<file path="src/rtl/secded_pkg.sv">
// Shared types and width constants for the SECDED transfer controller.
// Covers the FSM state encoding, the delivery result codes and the bus widths.
package secded_pkg;

    localparam int DATO_W    = 4;
    localparam int PALABRA_W = 8;
    localparam int CONT_W    = 8;

    typedef enum logic [2:0] {
        ESPERA     = 3'd0,
        CARGA      = 3'd1,
        LATENCIA_W = 3'd2,
        EVALUA     = 3'd3,
        ENTREGA    = 3'd4
    } estado_fsm_t;

    typedef enum logic [1:0] {
        LIMPIO      = 2'b00,
        CORREGIDO   = 2'b01,
        REINTENTADO = 2'b10,
        FALLA       = 2'b11
    } estado_salida_t;

endpackage

</file>
<file path="src/rtl/controlador_secded_if.sv">
// Request/delivery bus between a requester (master) and the SECDED controller (slave).
interface controlador_secded_if;
    import secded_pkg::*;

    logic                 inicio;
    logic [DATO_W-1:0]    dato_entrada;
    logic [PALABRA_W-1:0] patron_error;
    logic                 listo;
    logic                 salida_valida;
    logic [DATO_W-1:0]    salida_dato;
    logic [1:0]           salida_estado;

    modport master (
        output inicio, dato_entrada, patron_error,
        input  listo, salida_valida, salida_dato, salida_estado
    );

    modport slave (
        input  inicio, dato_entrada, patron_error,
        output listo, salida_valida, salida_dato, salida_estado
    );

endinterface

</file>
<file path="src/rtl/contador_sat.sv">
// Saturating up-counter with increment enable and synchronous clear.
module contador_sat #(
    parameter int WIDTH = 8
) (
    input  logic             reloj,
    input  logic             clr,
    input  logic             inc,
    output logic [WIDTH-1:0] cuenta
);

    // Count up on inc, stick at all-ones, clear has priority
    always_ff @(posedge reloj) begin
        if (clr) begin
            cuenta <= '0;
        end else if (inc && (cuenta != {WIDTH{1'b1}})) begin
            cuenta <= cuenta + WIDTH'(1);
        end
    end

endmodule

</file>
<file path="src/rtl/controlador_secded.sv">
// Transfer controller: drives an external SECDED encode/corrupt/correct datapath,
// retries on double errors and reports the delivered nibble with a result code.
module controlador_secded
    import secded_pkg::*;
#(
    parameter int LATENCIA  = 3,
    parameter int MAX_REINT = 2
) (
    input  logic                 reloj,
    input  logic                 reset,
    controlador_secded_if.slave  bus,
    output logic [DATO_W-1:0]    cod_dato,
    output logic [PALABRA_W-1:0] dec_error,
    input  logic [DATO_W-1:0]    corr_dato,
    input  logic                 corr_simple,
    input  logic                 corr_doble,
    output logic [CONT_W-1:0]    cont_simple,
    output logic [CONT_W-1:0]    cont_doble
);

    estado_fsm_t          estado_r;
    estado_salida_t       res_estado_r;
    logic [DATO_W-1:0]    dato_r;
    logic [DATO_W-1:0]    res_dato_r;
    logic [PALABRA_W-1:0] mascara_r;
    logic [2:0]           reint_r;
    logic [7:0]           espera_r;
    logic                 inc_simple_s;
    logic                 inc_doble_s;

    // A simultaneous single+double flag counts only as a double error
    assign inc_simple_s = (estado_r == EVALUA) && corr_simple && !corr_doble;
    assign inc_doble_s  = (estado_r == EVALUA) && corr_doble;

    // Transfer sequencing; all bus and datapath outputs are registered here
    always_ff @(posedge reloj) begin
        if (reset) begin
            estado_r          <= ESPERA;
            res_estado_r      <= LIMPIO;
            dato_r            <= '0;
            res_dato_r        <= '0;
            mascara_r         <= '0;
            reint_r           <= 3'd0;
            espera_r          <= 8'd0;
            cod_dato          <= '0;
            dec_error         <= '0;
            bus.listo         <= 1'b1;
            bus.salida_valida <= 1'b0;
            bus.salida_dato   <= '0;
            bus.salida_estado <= 2'b00;
        end else begin
            bus.salida_valida <= 1'b0;
            case (estado_r)
                ESPERA: begin
                    if (bus.inicio) begin
                        dato_r    <= bus.dato_entrada;
                        mascara_r <= bus.patron_error;
                        reint_r   <= 3'd0;
                        bus.listo <= 1'b0;
                        estado_r  <= CARGA;
                    end
                end
                CARGA: begin
                    cod_dato  <= dato_r;
                    dec_error <= mascara_r;
                    espera_r  <= 8'd0;
                    estado_r  <= LATENCIA_W;
                end
                LATENCIA_W: begin
                    if (espera_r == 8'(LATENCIA - 1)) begin
                        estado_r <= EVALUA;
                    end else begin
                        espera_r <= espera_r + 8'd1;
                    end
                end
                EVALUA: begin
                    res_dato_r <= corr_dato;
                    if (corr_doble) begin
                        // reint_r only climbs from 0, so inequality is "still below limit"
                        if (reint_r != 3'(MAX_REINT)) begin
                            reint_r   <= reint_r + 3'd1;
                            mascara_r <= '0;
                            estado_r  <= CARGA;
                        end else begin
                            res_estado_r <= FALLA;
                            estado_r     <= ENTREGA;
                        end
                    end else begin
                        if (reint_r != 3'd0) begin
                            res_estado_r <= REINTENTADO;
                        end else if (corr_simple) begin
                            res_estado_r <= CORREGIDO;
                        end else begin
                            res_estado_r <= LIMPIO;
                        end
                        estado_r <= ENTREGA;
                    end
                end
                ENTREGA: begin
                    bus.salida_valida <= 1'b1;
                    bus.salida_dato   <= res_dato_r;
                    bus.salida_estado <= res_estado_r;
                    bus.listo         <= 1'b1;
                    estado_r          <= ESPERA;
                end
                default: begin
                    bus.listo <= 1'b1;
                    estado_r  <= ESPERA;
                end
            endcase
        end
    end

    contador_sat #(.WIDTH(CONT_W)) u_cont_simple (
        .reloj  (reloj),
        .clr    (reset),
        .inc    (inc_simple_s),
        .cuenta (cont_simple)
    );

    contador_sat #(.WIDTH(CONT_W)) u_cont_doble (
        .reloj  (reloj),
        .clr    (reset),
        .inc    (inc_doble_s),
        .cuenta (cont_doble)
    );

endmodule

</file>
<file path="src/flat_wrapper.sv">
// flat-port wrapper written by rule: the top's interface ports become plain ports
module controlador_secded_flat import secded_pkg::*;
#(
    parameter int LATENCIA  = 3,
    parameter int MAX_REINT = 2
)
  (reloj, reset, cod_dato, dec_error, corr_dato, corr_simple, corr_doble, cont_simple, cont_doble, bus_inicio, bus_dato_entrada, bus_patron_error, bus_listo, bus_salida_valida, bus_salida_dato, bus_salida_estado);
  controlador_secded_if bus_i ();
  input  logic reloj;
  input  logic reset;
  output logic [DATO_W-1:0] cod_dato;
  output logic [PALABRA_W-1:0] dec_error;
  input  logic [DATO_W-1:0] corr_dato;
  input  logic corr_simple;
  input  logic corr_doble;
  output logic [CONT_W-1:0] cont_simple;
  output logic [CONT_W-1:0] cont_doble;
  input wire logic [$bits(bus_i.inicio)-1:0] bus_inicio;
  input wire logic [$bits(bus_i.dato_entrada)-1:0] bus_dato_entrada;
  input wire logic [$bits(bus_i.patron_error)-1:0] bus_patron_error;
  output wire logic [$bits(bus_i.listo)-1:0] bus_listo;
  output wire logic [$bits(bus_i.salida_valida)-1:0] bus_salida_valida;
  output wire logic [$bits(bus_i.salida_dato)-1:0] bus_salida_dato;
  output wire logic [$bits(bus_i.salida_estado)-1:0] bus_salida_estado;
  assign bus_i.inicio = bus_inicio;
  assign bus_i.dato_entrada = bus_dato_entrada;
  assign bus_i.patron_error = bus_patron_error;
  assign bus_listo = bus_i.listo;
  assign bus_salida_valida = bus_i.salida_valida;
  assign bus_salida_dato = bus_i.salida_dato;
  assign bus_salida_estado = bus_i.salida_estado;
  controlador_secded #(.LATENCIA(LATENCIA), .MAX_REINT(MAX_REINT)) u_core (.reloj(reloj), .reset(reset), .bus(bus_i), .cod_dato(cod_dato), .dec_error(dec_error), .corr_dato(corr_dato), .corr_simple(corr_simple), .corr_doble(corr_doble), .cont_simple(cont_simple), .cont_doble(cont_doble));
endmodule
</file>
<file path="config.mk">
export PLATFORM = sky130hd
export DESIGN_NAME = controlador_secded_flat
export DESIGN_NICKNAME = d
export VERILOG_FILES = /design/src/rtl/secded_pkg.sv /design/src/rtl/controlador_secded_if.sv /design/src/rtl/contador_sat.sv /design/src/rtl/controlador_secded.sv /design/src/flat_wrapper.sv
export SDC_FILE = /design/constraint.sdc
export NUM_CORES = 1
export LEC_CHECK = 0
export CAP_MARGIN = 25
export CORE_MARGIN = 4
export CORE_UTILIZATION = 35
export CTS_CLUSTER_SIZE = 25
export DETAILED_ROUTE_END_ITERATION = 7
export PLACE_DENSITY = 0.69
export SLEW_MARGIN = 10
export SYNTH_ARGS = -nofsm -noshare
export SYNTH_HDL_FRONTEND = slang
export SYNTH_SLANG_ARGS = --single-unit
</file>
<file path="constraint.sdc">
create_clock -name reloj -period 1.8 [get_ports reloj]
set_input_delay 0.36 -clock reloj [delete_from_list [all_inputs] [get_ports reloj]]
set_output_delay 0.36 -clock reloj [all_outputs]
set_load 0.05 [all_outputs]
</file>
==> results.toml <==
[yosys]
async_reset_ff_share_pct = 0
netlist_instances = 316
synth-seq-cells = 68
syn-cell-area_um2 = 2919
yosysTopAreaCellShare_pct = 46.64
syn-num-nets = 344
avgSynthCellArea_um2 = 9.238
yosysUniqueCellTypes = 52
synth_top_cell_by_area = "dfxtp_1"
ys_dominant_reg_cell = "dfxtp_1"
ys_warn_count = 0
synth_area_leaders = "dfxtp_1 47%, nand2_1 4.8%, a21oi_1 4.6%"
synth-edff-count = 0
ys_seq_area_share_pct = 46.64

[floorplanning]
die_h_um = 99.33
dieArea_um2 = 9865
ios = 57
coreArea_um2 = 8175
row_count = 33
initial_utilization_pct = 35.71
die_width_um = 99.33

[route]
via_per_inst = 5.104
drt-total-wl_mm = 6.555
ant_nets = 0
drc = 0
wl_per_cell_um = 13.08
dr_total_vias = 2557
drt-initial-drc-count = 68
first_pass_iters = 4

[clocking]
clk_latency_ns = 0.34
ctsResizeCount = 0
htreeDepth = 3
clockBufferDepth = 2
ctsHoldBuffers = 0
cts_sinks = 68
clkSlewWorstSetupHoldPaths_ns = 0.09
cts_made_buffers = 9
cts_tree = "built"
clockRootBuffer = "clkbuf_8"
post-cts-setup-buffers = 0

[worst_hold_path]
hold_class = "input port to flip-flop"

[sta]
worst_pin_slew_ns = 0.3762
finalHoldViolations = 0
finalSetupTns_ns = 0
fin_skew_ns = 0.01018
rsz0062_at_grt = "no"
post-route-period-util_pct = 95.91
slew_headroom_pct = 74.92
period_minus_slack_ns = 1.726
setup_violations = 0
max_freq_ghz = 0.5792
drv_slew = 0

[worst_setup_path]
path_cells = "clkdlybuf4s50_1, buf_4, nand4b_4, a21o_4, or4_1, a21oi_1"
worstSetupPathType = "input port to flip-flop"
arrival_ns = 2.00
critical-path-slowest-cell = "clkdlybuf4s50_1"
critPathMaxFanout = 4
start_kind = "input port"
max_stage_delay_ns = 0.56
required_ns = 2.07
endpoint_kind = "flip-flop"

[power_and_ir_drop]
powerDensity_nw_per_um2 = 912.6
ir_worst_vdd_mv = 0.4620
leakagePower_nw = 1.502

[final_layout]
fin_nets = 419
final_core_util_pct = 47.00
fill_cells = 793
final_layout_size_suffix_gt1_share_pct = 23.99
seq_area_um2 = 1366
final_area_um2 = 3842
area_growth_pct = 31.63
multi_input_area_um2 = 1465
n_antenna_cell = 0

[status]
outcome = "completed"

[grt]
grt_overflow = 0
antenna_found_initial = 0
grt_max_degree = 32
grt_usage_pct = 13.84
grt_pass1_wl_mm = 11.01
grtUsageMet1_pct = 16.94
grt.busiest_layer = "met2"
use_met2_pct = 21.85
grt_pass1_vias = 2440
gr-usage-met3_pct = 5.119

[placement]
io_buffers = 56
gp_congestion = 0.7832
place_area_um2 = 3618
dpl.hpwl_mm = 4.669

[job]
maxCapViolCount = 0
through the flow:
step	worst slack, ns	std cells	hold WS, ns	total power, mW
2_1_floorplan	0.007711	316	0.4284	2.031
3_3_place_gp	-0.2728	485	0.4377	2.228
3_5_place_dp	-0.2813	485	0.4443	2.238
4_1_cts	0.02130	501	0.2499	3.550
5_1_grt	0.01690	501	0.2573	3.675
6_report	0.07362	501	0.2691	3.507
cells in the mapped netlist, drive strengths merged (3+ instances only):
cell    number
or4          6
nand2       37
nand4b       3
xnor2        4
nor4         4
a22o         8
nand4        6
a21oi       27
nor3         6
buf          4
nor2        29
xor2         6
ha           7
dfxtp       68
or3          3
nand3       11
a21o         4
nor3b        3
o21ai        8
and4         3
inv         10
a211oi       3
o31ai        7
mux2i       13
clkbuf      11
layer usage:
layer  vias to the layer above  wire [µm]  part of all wire [%]
li1                       1292          -                     -
met1                      1195       3067                    47
met2                        57       2981                    45
met3                        13        387                   5.9
met4                         0        119                   1.8
met5                         -          0                     0
sequential cells by signal, summed over array words and instances (netlist names), 4 cells and up:
signal and flops:
u_core.bus.salida_dato 4, u_core.dato_r 4, u_core.espera_r 8, u_core.res_dato_r 4, u_core.u_cont_doble.cuenta 8, u_core.cod_dato 4, u_core.u_cont_simple.cuenta 8, u_core.mascara_r 8
u_core.dec_error 8
cell families after synthesis:
| logic type | Yosys count | share of synthesized area [%] |
|---|---|---|
| AOI/OAI and AO/OA | 70 | 16.25 |
| xor gates and xnor gates | 10 | 3.000 |
| adders and majority gates | 7 | 3.000 |
| muxes | 13 | 4.458 |
| DFF | 68 | 46.64 |
| and+or+nand+nor | 123 | 22.89 |
| buffers and inverters | 25 | 3.772 |
layout by cell type (no fill, tap or decap), types with 3 or more instances in the layout:
| cell type | count |
|---|---|
| a211oi_1 | 3 |
| a21o_1 | 3 |
| a21oi_1 | 25 |
| a22o_1 | 8 |
| and4_1 | 3 |
| buf_4 | 59 |
| clkbuf_8 | 9 |
| clkdlybuf4s50_1 | 19 |
| dfxtp_1 | 64 |
| dfxtp_2 | 4 |
| ha_1 | 7 |
| inv_1 | 10 |
| inv_6 | 4 |
| mux2i_1 | 13 |
| nand2_1 | 37 |
| nand3_1 | 11 |
| nand4_1 | 6 |
| nor2_1 | 28 |
| nor3_1 | 4 |
| nor4_1 | 4 |
| o21ai_0 | 8 |
| o31ai_1 | 7 |
| or3_1 | 3 |
| or4_1 | 4 |
| xnor2_1 | 4 |
| xor2_1 | 6 |
worst paths after layout:
check | from | to | slack, ns | depth (start not counted)
max | corr_doble | u_core.u_cont_doble.cuenta[5] | 0.07 | 6
min | reset | u_core.dec_error[0] | 0.27 | 2
max reg2reg | u_core.u_cont_doble.cuenta[0] | u_core.u_cont_doble.cuenta[5] | 0.10 | 5
min reg2reg | u_core.dato_r[1] | u_core.cod_dato[1] | 0.45 | 2
where the power goes:
part           leakage (nW)  internal, mW  switching, mW
combinational         0.852         0.243          0.312
clock                0.0973         0.659          0.644
sequential            0.552          1.58         0.0688
total                  1.50          2.48           1.02
worst max-delay path, delay by kind of cell:
family / cells / cell delay, ns
buf+inv: 2 / 0.71
simple gates: 2 / 0.58
compound gates: 2 / 0.34
cell type report:
| type | count | share of cell area (%) |
|---|---|---|
| Clock buffer | 9 | 3.224 |
| Clock inverter | 7 | 2.084 |
| Inverter | 10 | 0.9769 |
| Multi-Input combinational cell | 223 | 38.13 |
| Sequential cell | 68 | 35.56 |
| Tap cell | 105 | 3.419 |
| Timing Repair Buffer | 79 | 16.61 |
Note: power is estimated with default switching activity, not from simulation.
